--- config.mk ---
export PLATFORM = sky130hd
export DESIGN_NAME = cache_line_responder
export DESIGN_NICKNAME = d
export VERILOG_FILES = /design/src/rtl/cache_line_responder_pkg.sv /design/src/rtl/cache_line_responder.sv
export SDC_FILE = /design/constraint.sdc
export NUM_CORES = 1
export LEC_CHECK = 0
export CORE_ASPECT_RATIO = 0.8
export CORE_UTILIZATION = 30
export DETAILED_ROUTE_END_ITERATION = 10
export GPL_TIMING_DRIVEN = 1
export PLACE_DENSITY_LB_ADDON = 0.08
export RECOVER_POWER = 100
export SLEW_MARGIN = 15
export SYNTH_ARGS = -nofsm -noshare
export SYNTH_HDL_FRONTEND = slang
export SYNTH_SLANG_ARGS = --single-unit
--- constraint.sdc ---
create_clock -name clk -period 23.7 [get_ports clk]
set_clock_uncertainty 0.05 [all_clocks]
set_input_delay 4.74 -clock clk [delete_from_list [all_inputs] [get_ports clk]]
set_output_delay 4.74 -clock clk [all_outputs]
set_load 0.1 [all_outputs]
--- src/rtl/cache_line_responder_pkg.sv ---
// Shared types for the cache-line responder: line-interface structs, word-bus
// structs and the responder state encoding.
package cache_line_responder_pkg;

   localparam int unsigned LINE_W     = 128;
   localparam int unsigned WORD_W     = 32;
   localparam int unsigned ADDR_W     = 32;
   localparam int unsigned LINE_BEATS = LINE_W / WORD_W;

   typedef enum logic [1:0] {
      LRESP_IDLE,
      LRESP_BEAT,
      LRESP_RESP,
      LRESP_TURN
   } type_line_resp_states_e;

   typedef struct packed {
      logic [ADDR_W-1:0] addr;
      logic [LINE_W-1:0] w_data;
      logic              w_en;
      logic              req;
   } type_cache2mem_s;

   typedef struct packed {
      logic [LINE_W-1:0] r_data;
      logic              ack;
   } type_mem2cache_s;

   typedef struct packed {
      logic              req;
      logic              we;
      logic [ADDR_W-1:0] addr;
      logic [WORD_W-1:0] wdata;
   } type_resp2word_s;

   typedef struct packed {
      logic [WORD_W-1:0] rdata;
      logic              ack;
   } type_word2resp_s;

endpackage

--- src/rtl/cache_line_responder.sv ---
// Serializes one cache-line request into word beats on a single-outstanding
// word bus and returns the assembled line (or a write completion) as a one-cycle ack.
module cache_line_responder
   import cache_line_responder_pkg::*;
#(
   parameter int LINE_WIDTH = LINE_W,
   parameter int WORD_WIDTH = WORD_W,
   parameter int ADDR_WIDTH = ADDR_W
) (
   input  logic                  clk,
   input  logic                  rst_n,
   input  type_cache2mem_s       cache2mem_i,
   output type_mem2cache_s       mem2cache_o,
   output logic                  mem_req_o,
   output logic                  mem_we_o,
   output logic [ADDR_WIDTH-1:0] mem_addr_o,
   output logic [WORD_WIDTH-1:0] mem_wdata_o,
   input  logic [WORD_WIDTH-1:0] mem_rdata_i,
   input  logic                  mem_ack_i
);

   localparam int NBEATS = LINE_WIDTH / WORD_WIDTH;
   localparam int OFFS   = $clog2(LINE_WIDTH / 8);
   localparam int WOFFS  = $clog2(WORD_WIDTH / 8);
   localparam int CNT_W  = (NBEATS > 1) ? $clog2(NBEATS) : 1;
   localparam logic [CNT_W-1:0] LAST_BEAT = CNT_W'(NBEATS - 1);

   function automatic logic [ADDR_WIDTH-1:0] beat_addr(input logic [ADDR_WIDTH-1:0] line_addr,
                                                        input logic [CNT_W-1:0]      cnt);
      beat_addr = {line_addr[ADDR_WIDTH-1:OFFS], cnt, {WOFFS{1'b0}}};
   endfunction

   type_line_resp_states_e state_q, state_d;
   logic [CNT_W-1:0]       cnt_q, cnt_d;
   logic                   kill_q, kill_d;
   logic                   kill_now;
   type_resp2word_s        word_q, word_d;
   type_word2resp_s        word_in;
   logic                   ack_q, ack_d;
   logic [LINE_WIDTH-1:0]  rdata_q, rdata_d;

   logic [ADDR_WIDTH-1:0]  line_addr_q, line_addr_d;
   logic [LINE_WIDTH-1:0]  wline_q, wline_d;
   logic                   we_q, we_d;
   logic [LINE_WIDTH-1:0]  buf_q, buf_d;

   assign word_in = '{rdata: mem_rdata_i, ack: mem_ack_i};

   always_comb begin
      state_d     = state_q;
      cnt_d       = cnt_q;
      kill_d      = kill_q;
      word_d      = word_q;
      ack_d       = 1'b0;
      rdata_d     = rdata_q;
      line_addr_d = line_addr_q;
      wline_d     = wline_q;
      we_d        = we_q;
      buf_d       = buf_q;
      // a kill may be raised in the very cycle its beat completes
      kill_now    = kill_q | ~cache2mem_i.req;
      case (state_q)
         LRESP_IDLE: begin
            if (cache2mem_i.req) begin
               line_addr_d  = cache2mem_i.addr;
               wline_d      = cache2mem_i.w_data;
               we_d         = cache2mem_i.w_en;
               cnt_d        = '0;
               kill_d       = 1'b0;
               word_d.req   = 1'b1;
               word_d.we    = cache2mem_i.w_en;
               word_d.addr  = beat_addr(cache2mem_i.addr, '0);
               word_d.wdata = cache2mem_i.w_data[WORD_WIDTH-1:0];
               state_d      = LRESP_BEAT;
            end
         end
         LRESP_BEAT: begin
            if (word_in.ack) begin
               if (!we_q) buf_d[cnt_q*WORD_WIDTH +: WORD_WIDTH] = word_in.rdata;
               if (kill_now) begin
                  kill_d     = 1'b0;
                  word_d.req = 1'b0;
                  word_d.we  = 1'b0;
                  state_d    = LRESP_IDLE;
               end else if (cnt_q == LAST_BEAT) begin
                  word_d.req = 1'b0;
                  word_d.we  = 1'b0;
                  ack_d      = 1'b1;
                  rdata_d    = we_q ? '0 : buf_d;
                  state_d    = LRESP_RESP;
               end else begin
                  cnt_d        = cnt_q + 1'b1;
                  word_d.addr  = beat_addr(line_addr_q, cnt_d);
                  word_d.wdata = wline_q[cnt_d*WORD_WIDTH +: WORD_WIDTH];
               end
            end else begin
               kill_d = kill_now;
            end
         end
         LRESP_RESP: state_d = LRESP_TURN;
         LRESP_TURN: state_d = LRESP_IDLE;
         default:    state_d = LRESP_IDLE;
      endcase
   end

   always_ff @(posedge clk or negedge rst_n) begin
      if (!rst_n) begin
         state_q <= LRESP_IDLE;
         cnt_q   <= '0;
         kill_q  <= 1'b0;
         word_q  <= '0;
         ack_q   <= 1'b0;
         rdata_q <= '0;
      end else begin
         state_q <= state_d;
         cnt_q   <= cnt_d;
         kill_q  <= kill_d;
         word_q  <= word_d;
         ack_q   <= ack_d;
         rdata_q <= rdata_d;
      end
   end

   // latched request and read assembly buffer carry no reset
   always_ff @(posedge clk) begin
      line_addr_q <= line_addr_d;
      wline_q     <= wline_d;
      we_q        <= we_d;
      buf_q       <= buf_d;
   end

   assign mem_req_o          = word_q.req;
   assign mem_we_o           = word_q.we;
   assign mem_addr_o         = word_q.addr;
   assign mem_wdata_o        = word_q.wdata;
   assign mem2cache_o.ack    = ack_q;
   assign mem2cache_o.r_data = rdata_q;

endmodule
Yosys cells after proc, flatten, opt, wreduce, memory -nomap -nowiden
Index checks and enable logic that the tools add are counted.
- bitwise gates (word level): 3
- add/sub/neg operators: 2
- reduce and logical (&&, ||, !) cells: 9
- eq/ne operators: 10
- muxes and demuxes: 28
- order comparisons: 0
- shift operators: 3
- $mul: 0
- divide/modulo/power cells: 0
- operator list (kind ; count):
    $mux W128 ; 2
    $mux W66 ; 2
    $pmux W66 S2 ; 1
    $bwmux W128 ; 1
    $mux W64 ; 2
    $shift A32 B34 Y128 const A ; 1
    $shiftx A128 B8 Y32 ; 1
    $shiftx A32 B34 Y128 ; 1
    $neg A7 Y34 ; 1
    $mux W2 ; 10
    $ne A2 B2 Y1 const B ; 4
    $pmux W2 S4 ; 1
    $reduce_and A4 Y1 ; 2
    $mux W1 ; 7
    $eq A2 B2 Y1 const B ; 3
    $ne A3 B3 Y1 const B ; 2
    $reduce_and A3 Y1 ; 2
    $reduce_and A5 Y1 ; 1
    $pmux W2 S2 ; 1
    $reduce_and A2 Y1 ; 2
    $add A2 B1 Y2 const B ; 1
    $eq A2 B1 Y1 const B ; 1
    $logic_not A2 Y1 ; 1
    $not A1 Y1 ; 2
    3 further kinds ; 3
- word-level logic and storage cells: 68
- memories kept: 0
- register bits: 489
- bits in latches: 0
- RAM bits: 0
- input port bits: 197
- output and inout bits: 195
- memory bits (read-only): 0

Depth between registers and ports, before layout
Gate-level depths: netlist of run 1.
- depth in word-level cells: 6
- depth in mapped cells: 10
- mapped depth without buffers: 5

Least setup slack after synthesis of run 1
OpenSTA, ideal clock, no wires.
- path type: input to register
- start point: in cache2mem_i[0] in the netlist's numbering
- end point: reg line_addr_q[10], enable pin
- path buffers: 0
- data required time: 22974 ps
- stages: 2
- setup time: 676 ps
- arrival: 11365 ps
- path slack: 11609 ps
- cell sequence: nand2b_1 -> nor2_1
- cells in the longest elaborated chain, start to end: 1
- ends and longest elaborated chain (element ; RTL line ; text):
    from (decl) ; cache_line_responder.sv:12 ; input type_cache2mem_s cache2mem_i,
    $reduce_and A2 Y1 (no source line) ; - ;
    to (signal assigned) ; cache_line_responder.sv:126 ; line_addr_q <= line_addr_d;
    to (decl) ; cache_line_responder.sv:42 ; logic [ADDR_WIDTH-1:0] line_addr_q, line_addr_d;
No other way between the ends.
A chain may end at the register's enable or synchronous reset.

Final worst setup path of run 1
- start point: in cache2mem_i[0] in the netlist's numbering
- end point: reg wline_q[70], enable pin
- cells in the longest elaborated chain, start to end: 1
- ends and longest elaborated chain (element ; RTL line ; text):
    $reduce_and A2 Y1 (no source line) ; - ;
    to (signal assigned) ; cache_line_responder.sv:127 ; wline_q <= wline_d;
    to (decl) ; cache_line_responder.sv:43 ; logic [LINE_WIDTH-1:0] wline_q, wline_d;
No other way between the ends.

==> results of run 1 <==
[worst max path at each step]
stage                        start         endpoint  slack [ps]  depth (start not counted)
floorplan           cache2mem_i[0]  line_addr_q[10]       11610                          2
global placement    cache2mem_i[0]     wline_q[100]       15290                          5
detailed placement  cache2mem_i[0]      wline_q[36]       15270                          5
CTS                 cache2mem_i[0]     wline_q[100]       15900                          5
global route        cache2mem_i[0]      wline_q[70]        9930                          5
finish              cache2mem_i[0]      wline_q[70]       10860                          5
[cell families (layout without fill, tap and decap cells)]
group | after synthesis | after routing
flops | 481 | 481
mux | 122 | 122
other cells | 1 | 15
simple gates | 76 | 76
compound gates | 363 | 363
buf+inv | 274 | 673
fa+ha+maj | 6 | 6
[flip-flops by register name (all words and copies together), names as in the netlist, named ones only]
name,count
mem_req_o,1
state_q,1
buf_q,128
rdata_q,128
mem_we_o,1
ack_q,1
kill_q,1
wline_q,128
we_q,1
cnt_q,1
line_addr_q,28
mem_addr_o,29
mem_wdata_o,32
[layer usage]
| metal | global-route usage (%) | share of wire, % | vias to the layer above |
|---|---|---|---|
| met4 | 4.589 | 2.1 | 2 |
| li1 | - | - | 5829 |
| met1 | 25.51 | 46 | 6589 |
| met5 | 0 | 0.028 | - |
| met2 | 27.45 | 45 | 313 |
| met3 | 5.069 | 6.7 | 100 |
[area by class of cell]
| cell class | count | area, um2 |
|---|---|---|
| antenna | 13 | 32.53 |
| inverter | 165 | 619.3 |
| timing repair buffer | 409 | 3985 |
| fill | 6071 | 38700 |
| sequential | 481 | 13470 |
| clock inverter | 11 | 76.32 |
| clock buffer | 88 | 1590 |
| multi-input combinational | 569 | 5166 |
| tap | 850 | 1064 |
[per-stage QoR]
step | cell area [um2] | utilization [%] | worst slack (ps)
after CTS | 26110 | 40.35 | 15900
final | 26000 | 40.19 | 10860
after floorplan | 19820 | - | 11610
after global placement | 24440 | 37.78 | 15290
after global routing | 25970 | 40.15 | 9926
after detailed placement | 24440 | 37.78 | 15270
[layout by cell type (no fill, tap or decap), types with 4 or more instances in the layout]
| cell type | netlist | layout |
|---|---|---|
| a22oi_1 | 40 | 40 |
| a32oi_1 | 88 | 88 |
| and3_1 | 7 | 7 |
| and3b_1 | 34 | 34 |
| buf_4 | 5 | 16 |
| clkbuf_1 | 55 | 35 |
| clkbuf_16 | 0 | 55 |
| clkbuf_8 | 0 | 9 |
| clkinv_1 | 0 | 6 |
| dfrtp_1 | 196 | 195 |
| diode_2 | 0 | 13 |
| dlygate4sd3_1 | 0 | 382 |
| edfxtp_1 | 285 | 285 |
| ha_1 | 6 | 5 |
| inv_1 | 165 | 165 |
| mux2_1 | 3 | 22 |
| mux2_2 | 97 | 97 |
| nand2b_2 | 0 | 4 |
| nor2_1 | 5 | 4 |
| o21ai_0 | 39 | 39 |
| o22ai_1 | 32 | 32 |
| o2bb2ai_1 | 128 | 128 |
| o32ai_1 | 12 | 12 |
| o32ai_2 | 20 | 20 |
==> impl_metrics.yaml, run 1 <==
outcome:
  status: "finished with violations"
  violations: "capacitance limit, slew limit"
critical_path:
  r2r_slack_ps: 15070
  worstReg2RegEnd: "wline_q[70]"
  critical-path-slowest-cell: "clkbuf_1"
  critPathTopFamily: "buffers and inverters"
  crit_type: "primary input to flop"
  required_ps: 23760
  cp_num_buf_inv: 3
  critPathCaptureType: "flop"
  path_max_fanout: 76
  path_cells: "dlygate4sd3_1, nand2b_1, nor2_1, clkbuf_1, clkbuf_1"
  cp.arrival_ps: 12900
  slowest_delay_ps: 3160
  reg2regPathDepth: 4
  cp_common_cell: "clkbuf_1"
  start_kind: "primary input"
timing:
  hold_ws_ps: 432.0
  rsz0062_at_grt: "no"
  slew-limit-headroom_pct: -271.3
  max_freq_mhz: 77.90
  fin_crit_ps: 12840
  slew_viol_final: 670
  setup_viol: 0
  final_hold_viol_count: 0
  worstMarginPinSlew_ps: 5569
  finalCritPeriodShare_pct: 54.16
  fin_tns_setup_ps: 0
layout:
  drive_above_1_share_pct: 12.77
  instances_no_fill: 2586
  syn2layout_area_growth_pct: 31.22
  nNetsFinal: 1882
placed_design:
  dp.cells: 2474
  dp_hpwl_um: 37800
  routabilityCongestion: 0.7407
  port_buffers: 385
floorplan:
  io_pins: 392
  initial_core_util_pct: 30.63
  die-height_um: 231.9
  dieArea_um2: 67090
  core_area_um2: 64700
  rows: 83
  die_x_um: 289.3
route:
  drtPass1Iterations: 5
  vias_per_cell: 4.962
  wl_per_cell_um: 23.88
  vias: 12830
  ant_nets: 0
  drtIter0Drc: 839
  drc: 0
  routed_wl_um: 61760
synth:
  synth_cells: 1323
  synth_area_leaders: "edfxtp_1 (43%), dfrtp_1 (25%), o2bb2ai_1 (5.7%), mux2_2 (5.5%), a32oi_1 (3.9%)"
  synth-main-ff-cell: "edfxtp_1"
  synth_top_family_by_area: "compound AO/OA/AOI/OAI gates"
  synth_compound_area_share_pct: 15.41
  synth-xor-area-share_pct: 0
  synth_common_cells: "edfxtp_1 (285), dfrtp_1 (196), inv_1 (165)"
  synth_simple_gate_area_share_pct: 2.924
  seq_area_frac_synth_pct: 67.95
  post-synth-top-area-cell: "edfxtp_1"
  synth_adder_area_share_pct: 0.3789
  postSynth.asyncResetShare_pct: 40.75
  synth_edf_count: 285
  synth.cell_area_um2: 19810
  ys_ff_latch: 481
  ys_types: 45
  yosys_warnings: 0
  synth.area.mux_share_pct: 7.300
  avgSynthCellArea_um2: 14.98
  synth.most_common_cell: "edfxtp_1"
  synth.top_cell.area_share_pct: 43.19
clock_network:
  postCtsHoldBufs: 0
  cts_root_buffer: "clkbuf_16"
  numCtsBuffers: 53
  cts_tree: "yes"
  htree_levels: 2
  cts-resized-gates: 0
  cts_setup_buffers: 0
  clk_latency_ps: 600
  clock_path_buffers: 3
  cts.reportedPaths.clkPinSlew_ps: 60
  clock_sink_count: 481
global_route:
  grt_pass1_vias: 13350
  grtUsageTotal_pct: 18.17
  grt_max_degree: 86
  grt_first_pass_wirelength_um: 90470
  antenna_found_initial: 12
  grt_overflow: 0
worst_hold_path:
  min_delay_path_depth: 1
  min_delay_worst_endpoint: "rdata_q[64]"
  hold_path.class: "flop to flop"
  worstHoldStart: "rdata_q[64]"
job:
  cap_viol_max_count: 14
Power of run 1 is left out: the tool's default activity adds up to more than one toggle a clock period on the data nets, which glitch-free logic cannot reach.
==> run 2, diff against run 1 <==
- clock period: 23.7 -> 11.3 ns (I/O delays scaled with it)
==> impl_metrics.yaml, run 2 (synthesis gave the netlist of run 1 again) <==
outcome:
  status: "finished with violations"
  violations: "capacitance limit, slew limit"
global_route:
  grt_pass1_vias: 13340
  grtUsageTotal_pct: 18.27
  grt_first_pass_wirelength_um: 90950
  grt_overflow: 0
  antenna_found_initial: 15
  grt_max_degree: 89
timing:
  fin_tns_setup_ps: 0
  finalCritPeriodShare_pct: 63.90
  fin_crit_ps: 7221
  final_hold_viol_count: 0
  max_freq_mhz: 138.5
  setup_viol: 0
  rsz0062_at_grt: "no"
  worstMarginPinSlew_ps: 3832
  slew_viol_final: 431
  slew-limit-headroom_pct: -155.5
worst_hold_path:
  min_delay_worst_endpoint: "rdata_q[88]"
  min_delay_path_depth: 1
  hold_path.class: "flop to flop"
  worstHoldStart: "rdata_q[88]"
layout:
  final_common_cell: "dlygate4sd3_1"
  syn2layout_area_growth_pct: 31.23
  nNetsFinal: 1882
  reg_top3: "buf_q (128), rdata_q (128), wline_q (128)"
  final_cell_mix: "dlygate4sd3_1 (372), edfxtp_1 (285), dfrtp_1 (196), inv_1 (165), o2bb2ai_1 (128)"
  drive_above_1_share_pct: 12.83
critical_path:
  reg2regPathDepth: 6
  slowest_delay_ps: 2070
  cp.arrival_ps: 7600
  r2r_slack_ps: 5720
  critical-path-slowest-cell: "and3b_1"
  worstReg2RegEnd: "rdata_q[38]"
  start_kind: "primary input"
  path_cells: "dlygate4sd3_1, and3b_1, nand3_1, buf_4, o2bb2ai_1"
  cp_num_buf_inv: 2
  crit_type: "primary input to flop"
  r2r-start: "cnt_q[0]"
  path_max_fanout: 57
  critPathCaptureType: "flop"
  critPathTopFamily: "simple AND/OR/NAND/NOR gates"
  required_ps: 11680
clock_network:
  cts-resized-gates: 0
  clock_sink_count: 481
  clock_path_buffers: 3
  clk_latency_ps: 590
  htree_levels: 2
  cts.reportedPaths.clkPinSlew_ps: 60
  cts_setup_buffers: 0
  cts_tree: "yes"
  numCtsBuffers: 52
  cts_root_buffer: "clkbuf_16"
  postCtsHoldBufs: 0
floorplan:
  die_x_um: 289.3
  io_pins: 392
  core_area_um2: 64700
  die-height_um: 231.9
  initial_core_util_pct: 30.63
  dieArea_um2: 67090
  rows: 83
route:
  ant_nets: 0
  vias_per_cell: 5.014
  drc: 0
  vias: 12950
  routed_wl_um: 61770
  wl_per_cell_um: 23.91
  drtPass1Iterations: 4
  drtIter0Drc: 700
placed_design:
  dp_hpwl_um: 37880
  routabilityCongestion: 0.7509
  port_buffers: 385
job:
  cap_viol_max_count: 13
==> run 2: cell types whose count changed in the layout (fill, tap and decap cells not counted), sizes merged, moves of 2 or more <==
cell / before / now
diode: 13 / 10
clkdlybuf4s50: 0 / 10
bufinv: 1 / 3
clkbuf: 99 / 93
dlygate4sd3: 382 / 372
buf: 16 / 18
==> run 2: routing by layer <==
metal	vias to the layer above	track usage, %	wire length [um]
met3	90	5.049	4433
met1	6677	25.64	28270
met2	371	27.20	27620
met5	-	0	17
li1	5812	-	-
met4	2	5.609	1429
==> run 2: per-stage QoR <==
step	cell area (um2)	cells	hold slack [ps]	util, %	setup WS (ps)
floorplan	19820	1324	449.6	-	1689
global placement	24440	2474	420.8	37.78	5252
detailed placement	24440	2474	423.3	37.78	5229
CTS	26140	2572	439.9	40.40	5883
global route	25990	2580	443.5	40.18	3421
finish	26000	2583	429.1	40.19	4079
==> run 2: worst max path at each step <==
stage	start	to	slack (ps)	cells after the start
6_report	mem_ack_i	rdata_q[113]	4080	5
5_1_grt	mem_ack_i	rdata_q[8]	3420	5
4_1_cts	mem_ack_i	rdata_q[113]	5880	5
3_5_place_dp	mem_ack_i	rdata_q[113]	5230	5
3_3_place_gp	mem_ack_i	rdata_q[11]	5250	5
2_1_floorplan	cache2mem_i[0]	line_addr_q[10]	1690	2
==> run 2: area by class of cell <==
cell class	count	area, um2
Multi-Input combinational cell	569	5109
Antenna cell	10	25.02
Tap cell	850	1064
Fill cell	6084	38700
Timing Repair Buffer	410	4024
Inverter	165	619.3
Clock inverter	15	158.9
Sequential cell	481	13460
Clock buffer	83	1539
Power of run 2 is left out for the same reason.
